### src/rtl/int_ctrl_pkg.sv
// Shared definitions for the interrupt controller.
// Contents: FSM state encoding, IO register addresses, status-word bit positions.
package int_ctrl_pkg;

  typedef enum logic [1:0] {
    StIdle    = 2'd0,
    StReq     = 2'd1,
    StWaitAck = 2'd2,
    StService = 2'd3
  } state_e;

  // IO register select values (adr input)
  localparam logic RegStat = 1'b0;
  localparam logic RegEn   = 1'b1;

  // Status word layout
  localparam int unsigned StatBusyBit  = 31;
  localparam int unsigned StatInSvcBit = 30;
  localparam int unsigned StatCurLsb   = 20;
  localparam int unsigned StatPendLsb  = 0;

endpackage

### src/rtl/int_prio_enc.sv
// Lowest-index-first priority encoder for the interrupt controller.
// Ports:
//   cand_i  candidate lines (pending & enabled)
//   sel_o   index of the lowest set candidate (0 when none)
//   any_o   at least one candidate is set
module int_prio_enc
  import int_ctrl_pkg::*;
#(
  parameter int unsigned NUM_IRQ = 8
) (
  input  logic [NUM_IRQ-1:0] cand_i,
  output logic [3:0]         sel_o,
  output logic               any_o
);

  // Scan from the top down so the lowest set index is the last to write sel_o.
  always_comb begin
    sel_o = '0;
    for (int i = int'(NUM_IRQ) - 1; i >= 0; i--) begin
      if (cand_i[i]) sel_o = 4'(i);
    end
  end

  assign any_o = |cand_i;

endmodule

### src/rtl/int_ctrl.sv
// Prioritised interrupt controller in front of the RISC5 irq input.
// Captures rising edges per line, picks the lowest-index enabled pending line, pulses the
// CPU irq for one cycle and tracks the intAck/RTI handshake (one interrupt in service).
// An abort request during service pulses intabort and drops back to idle.
// Ports:
//   clk, rst            clock, synchronous active-high reset
//   irq_in              device interrupt lines (level)
//   stb/wr/adr/data_in  IO bus request; data_out/ack IO response (combinational)
//   intack, rti         CPU handshake inputs
//   abort_req           one-cycle request to abort the in-service handler
//   irq, intabort, busy CPU-side outputs and status
module int_ctrl
  import int_ctrl_pkg::*;
#(
  parameter int unsigned NUM_IRQ = 8
) (
  input  logic               clk,
  input  logic               rst,
  input  logic [NUM_IRQ-1:0] irq_in,
  input  logic               stb,
  input  logic               wr,
  input  logic               adr,
  input  logic [31:0]        data_in,
  output logic [31:0]        data_out,
  output logic               ack,
  input  logic               intack,
  input  logic               rti,
  input  logic               abort_req,
  output logic               irq,
  output logic               intabort,
  output logic               busy
);

  state_e             state_q, state_d;
  logic [NUM_IRQ-1:0] pending_q, pending_d;
  logic [NUM_IRQ-1:0] enable_q, enable_d;
  logic [NUM_IRQ-1:0] irq_in_q;
  logic [3:0]         cur_q, cur_d;
  logic               intabort_q, intabort_d;

  logic [NUM_IRQ-1:0] rise, cand, sw_set, sw_clr, ack_clr;
  logic [3:0]         sel;
  logic               any;
  logic               wr_stat, wr_en, acked;
  logic [15:0]        pend16, en16;
  logic               unused_data;

  assign unused_data = ^data_in[30:NUM_IRQ];

  // Edge capture and software access
  assign rise    = irq_in & ~irq_in_q;
  assign wr_stat = stb & wr & (adr == RegStat);
  assign wr_en   = stb & wr & (adr == RegEn);
  assign sw_set  = (wr_stat &&  data_in[31]) ? data_in[NUM_IRQ-1:0] : '0;
  assign sw_clr  = (wr_stat && !data_in[31]) ? data_in[NUM_IRQ-1:0] : '0;
  assign acked   = (state_q == StWaitAck) && intack;

  always_comb begin
    ack_clr = '0;
    for (int i = 0; i < int'(NUM_IRQ); i++) begin
      ack_clr[i] = acked && (cur_q == 4'(i));
    end
  end

  // Sets are ORed in last so a same-cycle edge or software set beats any clear.
  assign pending_d = (pending_q & ~(sw_clr | ack_clr)) | rise | sw_set;
  assign enable_d  = wr_en ? data_in[NUM_IRQ-1:0] : enable_q;
  assign cand      = pending_q & enable_q;

  int_prio_enc #(
    .NUM_IRQ(NUM_IRQ)
  ) u_prio_enc (
    .cand_i(cand),
    .sel_o (sel),
    .any_o (any)
  );

  // FSM next state
  always_comb begin
    state_d    = state_q;
    cur_d      = cur_q;
    intabort_d = 1'b0;
    unique case (state_q)
      StIdle: begin
        if (any) begin
          cur_d   = sel;
          state_d = StReq;
        end
      end
      StReq:     state_d = StWaitAck;
      StWaitAck: if (intack) state_d = StService;
      StService: begin
        // rti takes precedence: the handler has already returned.
        if (rti) begin
          state_d = StIdle;
        end else if (abort_req) begin
          state_d    = StIdle;
          intabort_d = 1'b1;
        end
      end
      default: state_d = StIdle;
    endcase
  end

  always_ff @(posedge clk) begin
    if (rst) begin
      state_q    <= StIdle;
      pending_q  <= '0;
      enable_q   <= '0;
      irq_in_q   <= '0;
      cur_q      <= '0;
      intabort_q <= 1'b0;
    end else begin
      state_q    <= state_d;
      pending_q  <= pending_d;
      enable_q   <= enable_d;
      irq_in_q   <= irq_in;
      cur_q      <= cur_d;
      intabort_q <= intabort_d;
    end
  end

  // Outputs
  assign irq      = (state_q == StReq);
  assign busy     = (state_q != StIdle);
  assign intabort = intabort_q;
  assign ack      = stb;

  always_comb begin
    pend16                = '0;
    pend16[NUM_IRQ-1:0]   = pending_q;
    en16                  = '0;
    en16[NUM_IRQ-1:0]     = enable_q;
  end

  always_comb begin
    data_out = '0;
    if (stb && !wr) begin
      if (adr == RegEn) begin
        data_out[15:0] = en16;
      end else begin
        data_out[StatBusyBit]          = busy;
        data_out[StatInSvcBit]         = (state_q == StService);
        data_out[StatCurLsb +: 4]      = cur_q;
        data_out[StatPendLsb +: 16]    = pend16;
      end
    end
  end

endmodule

### config.mk
export PLATFORM = sky130hd
export DESIGN_NAME = int_ctrl
export DESIGN_NICKNAME = d
export VERILOG_FILES = /design/src/rtl/int_ctrl_pkg.sv /design/src/rtl/int_prio_enc.sv /design/src/rtl/int_ctrl.sv
export SDC_FILE = /design/constraint.sdc
export NUM_CORES = 1
export LEC_CHECK = 0
export CELL_PAD_IN_SITES_DETAIL_PLACEMENT = 0
export CELL_PAD_IN_SITES_GLOBAL_PLACEMENT = 1
export CORE_UTILIZATION = 29
export CTS_CLUSTER_SIZE = 14
export DETAILED_ROUTE_END_ITERATION = 12
export GPL_ROUTABILITY_DRIVEN = 0
export PLACE_DENSITY_LB_ADDON = 0.2
export SLEW_MARGIN = 25
export SYNTH_ARGS = -nofsm -noshare
export SYNTH_HDL_FRONTEND = slang
export SYNTH_SLANG_ARGS = --single-unit
### constraint.sdc
create_clock -name clk -period 1.7 [get_ports clk]
set_input_delay 0.255 -clock clk [delete_from_list [all_inputs] [get_ports clk]]
set_output_delay 0.255 -clock clk [all_outputs]
set_load 0.01 [all_outputs]
After elaboration in Yosys (flattened, before gate mapping)

Cells that the tools add are included.

Register bits: 31
Input port bits: 48
Output and inout port bits: 36
Word-level logic and storage cells: 75

Eq/ne operators: 13
Muxes and demuxes: 22
Bitwise logic cells: 13
Reductions and logical operators: 21

Operators with widths:

| cell               | count |
|---|---|
| $and 8x8->8        | 3 |
| $mux 3             | 8 |
| $mux 8             | 3 |
| $or 8x8->8         | 3 |
| $eq 4x3->1 const B | 4 |
| $mux 16            | 1 |
| $not 8->8          | 2 |
| $logic_and 1x1->1  | 12 |
| $mux 2             | 6 |
| $eq 4x2->1 const B | 2 |
| $mux 4             | 2 |
| $pmux 2 s4         | 1 |
| $reduce_or 8->1    | 1 |
| $eq 2x2->1 const B | 2 |
| $eq 4x1->1 const B | 1 |
| $logic_not 4->1    | 1 |
| $ne 2x2->1 const B | 2 |
| $and 1x1->1        | 3 |
| $ne 3x3->1 const B | 1 |
| $reduce_and 3->1   | 1 |
| $reduce_or 3->1    | 1 |
| $eq 2x1->1 const B | 1 |
| $logic_not 1->1    | 2 |
| $logic_not 2->1    | 1 |
| other kinds (4)    | 5 |

Longest topological paths before layout

Gate-level depths: netlist of the first run.

Depth after elaboration: 9
Depth in mapped cells: 6
Mapped depth without buffers: 6

Modules after synthesis

From an unflattened synthesis of the first run, not the netlist that was laid out.

Cell total of the unflattened synthesis: 209
Area total of the unflattened synthesis: 1,776.7 µm²

By module, submodules not included:

| module       | instances | cells each | area an instance (µm²) | seq. area each (µm²) |
|---|---|---|---|---|
| int_ctrl     | 1         | 194        | 1,684.1                | 620.6 |
| int_prio_enc | 1         | 15         | 92.6                   | 0.0 |

Least setup slack after synthesis of the first run

Ideal clock, no wire load.

Path kind: register to register
From: register state_q[0]
To: register state_q[1]
Library setup time: 0.128 ns
Arrival time: 1.306 ns
Required time: 1.572 ns
Setup slack: 0.267 ns
Stages on the path, launching flop included: 7
Buffers on the path: 0
Period minus slack after synthesis: 1.433 ns
Cells stage by stage: dfxtp_1 -> inv_1 -> ha_1 -> nor2b_1 -> or2_1 -> a221oi_2 -> o41ai_1

Longest elaborated chain between the ends: 3
Elaborated cells between the ends (all ways): 9
Classes of those cells: eq/ne (6); mux (1); reduce/logical (2)

RTL lines:

| element                                                          | RTL line        | text |
|---|---|---|
| start: declaration                                               | int_ctrl.sv:34  | `state_e state_q, state_d;` |
| start signal: assignment                                         | int_ctrl.sv:107 | `state_q <= StIdle;` |
| start signal: assignment                                         | int_ctrl.sv:114 | `state_q <= state_d;` |
| $eq 2x2->1 / $logic_not 2->1 (equally long branches)             | int_ctrl.sv:83  | `unique case (state_q)` |
| $ne 3x3->1 (no source line) / $ne 2x2->1 (equally long branches) | n/a             |  |
| $reduce_and 3->1 (no source line)                                | n/a             |  |

Parallel ways exist; a longest one is shown, timed or not.
A chain may end at the register's enable or synchronous reset.

Worst setup path after layout of the first run

From: input wr
To: output data_out[3]

Longest elaborated chain between the ends: 3

RTL lines:

| element            | RTL line        | text |
|---|---|---|
| start: declaration | int_ctrl.sv:21  | `input logic wr,` |
| $logic_not 1->1    | int_ctrl.sv:138 | `if (stb && !wr) begin` |
| $logic_and 1x1->1  | int_ctrl.sv:138 |  |
| $mux 16            | int_ctrl.sv:138 |  |
| end: declaration   | int_ctrl.sv:24  | `output logic [31:0] data_out,` |

Every way passes these cells.

==> results of run 1 <==
[stage by stage]
| step | worst slack (ns) | util | cells |
|---|---|---|---|
| 6_report | 0.0553 | 0.431 | 328 |
| 5_1_grt | 0.00109 | 0.431 | 328 |
| 4_1_cts | 0.000232 | 0.431 | 328 |
| 3_5_place_dp | -0.316 | 0.405 | 318 |
| 3_3_place_gp | -0.305 | 0.405 | 318 |
| 2_1_floorplan | 0.267 | - | 217 |
[worst reg2reg max path, cell delays in order (launching register included)]
cell	delay (ns)
dfxtp_2	0.33
inv_1	0.05
buf_4	0.13
ha_2	0.19
nor2b_1	0.16
or2_1	0.24
o21bai_1	0.18
a211oi_2	0.22
[worst paths after layout]
kind	from	to	slack [ns]	cells past startpoint
hold reg to reg	cur_q[2]$_SDFFE_PP0P_	cur_q[2]$_SDFFE_PP0P_	0.54	2
setup reg to reg	state_q[0]$_SDFFE_PP0P_	state_q[0]$_SDFFE_PP0P_	0.11	7
hold / removal	cur_q[2]$_SDFFE_PP0P_	cur_q[2]$_SDFFE_PP0P_	0.54	2
setup / recovery	wr	data_out[3]	0.06	5
[flip-flops by register name, indices dropped and copies added (netlist names)]
signal and count:
pending_q 8, cur_q 3, state_q 2, intabort 1
irq_in_q 8, enable_q 8
[cells in the mapped netlist (2+ instances only)]
cell type  number  area [um2]
buf_2           4        20.0
o311ai_1        2        17.5
mux2i_1        16         160
a22oi_4         4        85.1
o211ai_1        6        45.0
inv_1           3        11.3
clkbuf_1        4        15.0
nand2_1        14        52.6
nor2b_1        17         106
a211oi_1        2        15.0
nand3_1         2        10.0
dfxtp_1        30         601
a21oi_1        20         100
nor3_1          5        25.0
nand2b_1        4        25.0
nor4bb_1        2        20.0
ha_1            4        50.1
buf_4          20         150
nor2_1         20        75.1
a32oi_1         2        17.5
and2_1          3        18.8
[per-layer routing]
layer	GRT usage	up-vias
li1	-	770
met1	0.203	695
met2	0.219	45
met3	0.0286	2
met4	0.0429	0
met5	0	-
[final cells by class]
cell class	instances	area, um2
clock buffer	6	82.6
inverter	4	15.0
fill	597	3230
timing repair buffer	59	559
sequential	30	602
multi-input combinational	155	1040
tap	72	90.1
clock inverter	2	60.1
[cells by family (layout without fill, tap and decap cells)]
logic type	after synthesis	after routing
multiplexers	16	16
AO/OA/AOI/OAI	42	42
flip-flops	30	30
adder cells (fa/ha/maj)	4	4
AND/OR/NAND/NOR	74	74
other	1	19
buffers and inverters	32	71
[report_power, final]
group          internal, mW  switching (mW)
registers             0.764          0.0550
clock network         0.625           0.269
logic                 0.352           0.328
total                  1.74           0.652
[repair_timing]
item                       in CTS  in global routing
setup endpoints to repair      15                 10
buffers inserted                2                  0
hold endpoints to repair        0                  0
gates resized for setup        19                 13
==> summary.md, run 1 <==
| Metric | Value |
|---|---|
| Adder-Cell Fraction of Synth Area | 0.0285 |
| Pre-antenna DRT Iters | 4 |
| Met3 wire length | between 200 and 300 um |
| Skew final | 0.00522 ns |
| Cell Chain, Critical Path | clkdlybuf4s50_1 > nand2b_4 > buf_4 > nor2_1 > dlygate4sd2_1 |
| Avg WL per Cell | 13.3 um |
| VDD IR-drop max | a little over 0.4 mV |
| Post-route minimum period | between 1.5 and 2 ns |
| Mux share of post-synthesis cell area | 0.0911 |
| Status | finished, final reports clean |
| Drt drc | 0 |
| # IOs | 84 |
| TNS Setup | 0 ns |
| Synth warn | 0 |
| CP max stage delay | 0.43 ns |
| Die width | 79.9 um |
| CTS Buf Count | 5 |
| Asr flop ratio synth | 0 |
| CTS clk-pin slew, worst paths | ~0.06 ns |
| Sink Count | 30 |
| LEAKAGE | about 1.1 nW |
| Max-capacitance violation count | 0 |
| Power, Total | 2.39 mW |
| Avg Synthesized Cell Area | ~9 um2 |
| Worst EP required | 1.44 ns |
| Core Box Area | 5680 um2 |
| Slew Viols, Final | 0 |
| GRT overflow | 0 |
| Post-synth EDFFs | 0 |
| Final Hold Violating Endpoints | 0 |
| Diode count | 0 |
| Clock tree buffer depth | 2 |
| Met2 WL post-DR | 1930 um |
| Die height | 79.9 um |
| Startpoint Class | primary input |
| Worst path bufs/invs | 3 |
| Vias in the first global route | between 1k and 1.5k |
| Critical path arrival | around 1.4 ns |
| Post-Synth XOR/XNOR Area | 0 |
| WHS | 0.536 ns |
| Placed Instance Area | approximately 2300 um2 |
| Clk root buf | clkbuf_8 |
| IO buf count | between 40 and 50 |
| First-pass GRT wire length | between 7000 and 8000 um |
| Number of antenna violations at the first check in global routing | 0 |
| CP Capture Type | output port |
| Syn Inst Count | ~200 |
| Finished Cell Area | 2450 um2 |
| Crit share post-route | 0.967 |
| HP Class | reg -> reg |
| Max FO, Critical Path | 5 |
| Routed wire length | about 4400 um |
| Number of synthesized register bits | 30 |
| Vias per cell | ~4.6 |
| Max Used Layer | met4 |
| H-Tree Depth | 2 |
| Post-synth cell types | 36 |
| Main flop type after synthesis | dfxtp_1 |
| Worst-Skew Late Latency | 0.27 ns |
| Most frequent cells in the layout | dfxtp_1, clkdlybuf4s50_1, a21oi_1 |
| Final HPWL DP | 3160 um |
| Mapped Area | 1760 um2 |
| Pin count of the biggest net entering global routing | 31 |
| Unrepaired setup endpoints after global routing | no |
| Area grow syn2layout | 39.1% |
| DIE AREA | roughly 6400 um2 |
| Finish-stage setup viols | 0 |
| CTS tree | done |
| Starting DRC count in detailed routing | 38 |
| Power per cell area | slightly below 1000 nW/um2 |
| # hold bufs at CTS | 0 |
| Initial core utilization | 0.310 |
| Register area share after synthesis | 0.342 |
| Synth Area in Compound Gates | 0.192 |
| Layout Nets | 307 |
| Gr usage total | 0.144 |
| Met1 WL | about 2100 um |
| Simple-gate area share of the yosys netlist | 0.231 |
| Max frequency | 608 MHz |
| CP Class | in -> out |
| Largest family of logic cells by synthesized area | simple AND/OR/NAND/NOR gates |
| Layout cells sized above 1 | 0.164 |
| Top delay family on crit path | buffers and inverters |
| Post-route ant nets | 0 |
| # rows | 27 |
| Vias | approximately 1.5k |
| Worst path slowest cell | clkdlybuf4s50_1 |
| Most common cell after layout, fill and taps aside | dfxtp_1 |
No activity file was read; power rests on OpenSTA's default activity.
==> run 2, diff against run 1 <==
Settings changed: CORE_UTILIZATION 29 to 31, TNS_END_PERCENT set to 1.
Clock period 1.7 ns to 1.9 ns, I/O delays scaled along.
==> run 2 against run 1 <==
- clock skew is 0.0048 ns higher
- the flow now finishes with violations (negative setup slack)
- final area fell by 4.8%
- first-iteration DRC count grew 95%
- via count shrank 2.2%
- critical endpoint is now data_out[7]
- clock-buffer cell count is 1 higher
==> summary.md, run 2 (same netlist as run 1, synthesis figures left out) <==
| Metric | Value |
|---|---|
| Vias in the first global route | 1342 |
| Area grow syn2layout | 32.5% |
| LEAKAGE | between 1 and 1.5 nW |
| Unrepaired setup endpoints after global routing | yes |
| Hold_sp | cur_q[2]$_SDFFE_PP0P_ |
| CP Capture Type | output port |
| Worst-Skew Late Latency | 0.29 ns |
| Origin of the worst setup path | stb |
| Die width | approximately 77 um |
| Sink Count | 30 |
| Setup crit end | data_out[7] |
| Vias per cell | around 4.6 |
| Cell Chain, Critical Path | clkdlybuf4s50_1 > nand2b_4 > buf_4 > nor2_1 > clkdlybuf4s50_1 |
| Reg2reg path depth | 6 |
| Clock tree buffer depth | 2 |
| Pre-antenna DRT Iters | 4 |
| Status | finished with violations |
| Setup ws final | -0.0949 ns |
| Post-route ant nets | 0 |
| CP Class | in -> out |
| Top delay family on crit path | buffers and inverters |
| Max-capacitance violation count | 0 |
| Die height | around 77 um |
| Power, Total | roughly 1.8 mW |
| Worst path bufs/invs | 3 |
| Max frequency | 501 MHz |
| Register area | around 600 um2 |
| Finish-stage setup viols | 1 |
| Failing checks | negative setup slack |
| Most frequent cells in the layout | dfxtp_1, clkdlybuf4s50_1, a21oi_1 |
| Starting DRC count in detailed routing | 74 |
| Drt drc | 0 |
| Crit-path most repeated cell | clkdlybuf4s50_1 |
| CTS clk-pin slew, worst paths | 0.07 ns |
| # IOs | between 80 and 90 |
| Avg WL per Cell | between 10 and 15 um |
| VDD IR-drop max | ~0.4 mV |
| Gr usage total | 0.148 |
| WP depth | 5 |
| Skew final | between 0.01 and 0.015 ns |
| # rows | 27 |
| Number of cells after detailed placement | around 310 |
| H-Tree Depth | 2 |
| CTS Buf Count | 5 |
| Critical path arrival | about 1.7 ns |
| Most common cell after layout, fill and taps aside | dfxtp_1 |
| DIE AREA | ~6000 um2 |
| Pin count of the biggest net entering global routing | 19 |
| Post-route minimum period | 1.99 ns |
| Initial core utilization | 0.321 |
| Clk root buf | clkbuf_8 |
| R2R setup slack | between 0.3 and 0.4 ns |
| First-pass GRT wire length | ~6700 um |
| Final HPWL DP | 3180 um |
| TNS Setup | -0.0949 ns |
| Core Box Area | around 5500 um2 |
| Regs by FF count | enable_q (8), irq_in_q (8), pending_q (8) |
| Worst EP required | 1.62 ns |
| Worst path slowest cell | clkdlybuf4s50_1 |
| Layout cells sized above 1 | 0.124 |
| Worst r2r dst | state_q[0]$_SDFFE_PP0P_ |
| Startpoint Class | primary input |
| Number of antenna violations at the first check in global routing | 0 |
| Power per cell area | between 700 and 800 nW/um2 |
| HP Class | reg -> reg |
| Multi-input logic area | just over 1000 um2 |
| Routed wire length | approximately 4200 um |
| CTS tree | done |
| # fillers | between 600 and 700 |
| Vias | between 1k and 1.5k |
| Slew Viols, Final | 0 |
| Final Hold Violating Endpoints | 0 |
| Crit share post-route | 1.05 |
| Max FO, Critical Path | 6 |
| CP max stage delay | 0.53 ns |
| IO buf count | 41 |
| Diode count | 0 |
| Fin cells | 322 |
| Layout Nets | 301 |
| GRT overflow | 0 |
| R2R Path Start | state_q[0]$_SDFFE_PP0P_ |
## run 2: cell types whose count changed in the layout (fill, tap and decap cells not counted), sizes merged, moves of 2 or more
cell	delta
buf	-6
clkdlybuf4s15	-4
clkdlybuf4s50	+4
bufinv	-2
clkbuf	-2
dlygate4sd2	+2
## run 2: metal layers
layer | up-vias | wire length, um | track usage
met4 | 0 | 52 | 0.0623
li1 | 753 | - | -
met5 | - | 0 | 0
met1 | 691 | 2040 | 0.193
met3 | 4 | 170 | 0.0381
met2 | 31 | 1940 | 0.231
## run 2: stage by stage
step	instance area (um2)	util	hold slack, ns	setup slack, ns
after CTS	2320	0.424	0.536	-0.119
after global placement	2230	0.408	0.517	-0.221
after global routing	2330	0.425	0.555	-0.164
final	2330	0.425	0.529	-0.0949
after detailed placement	2230	0.408	0.516	-0.242
after floorplan	1830	-	0.361	0.467
## run 2: tightest hold or removal path, delay by kind of cell (launching register included)
| kind | cells | cell delay, ns |
|---|---|---|
| flip-flops | 1 | 0.34 |
| AND/OR/NAND/NOR | 2 | 0.15 |
## run 2: repair_timing
action,CTS,global route
hold buffers,0,0
resized for setup,14,3
setup buffers,0,0
setup endpoints to repair,14,4
gates cloned,0,0
## run 2: report_power, final
part | total, mW | internal (mW) | switching, mW | leakage [nW]
logic | 0.530 | 0.252 | 0.279 | 0.801
clock network | 0.540 | 0.292 | 0.248 | 0.0482
registers | 0.734 | 0.681 | 0.0530 | 0.247
## run 2: cell type report
class / instances / area share
Multi-Input combinational cell: 155 / 0.447
Sequential cell: 30 / 0.258
Timing Repair Buffer: 53 / 0.211
Tap cell: 72 / 0.0387
Clock buffer: 7 / 0.0371
Inverter: 4 / 0.00645
Clock inverter: 1 / 0.00215
## run 2: worst min path at each step
stage	to	slack, ns	cells after the start
CTS	cur_q[2]$_SDFFE_PP0P_	0.54	2
detailed placement	cur_q[2]$_SDFFE_PP0P_	0.52	2
floorplan	intabort$_SDFF_PP0_	0.36	1
global route	cur_q[2]$_SDFFE_PP0P_	0.56	2
finish	cur_q[2]$_SDFFE_PP0P_	0.53	2
global placement	cur_q[2]$_SDFFE_PP0P_	0.52	2
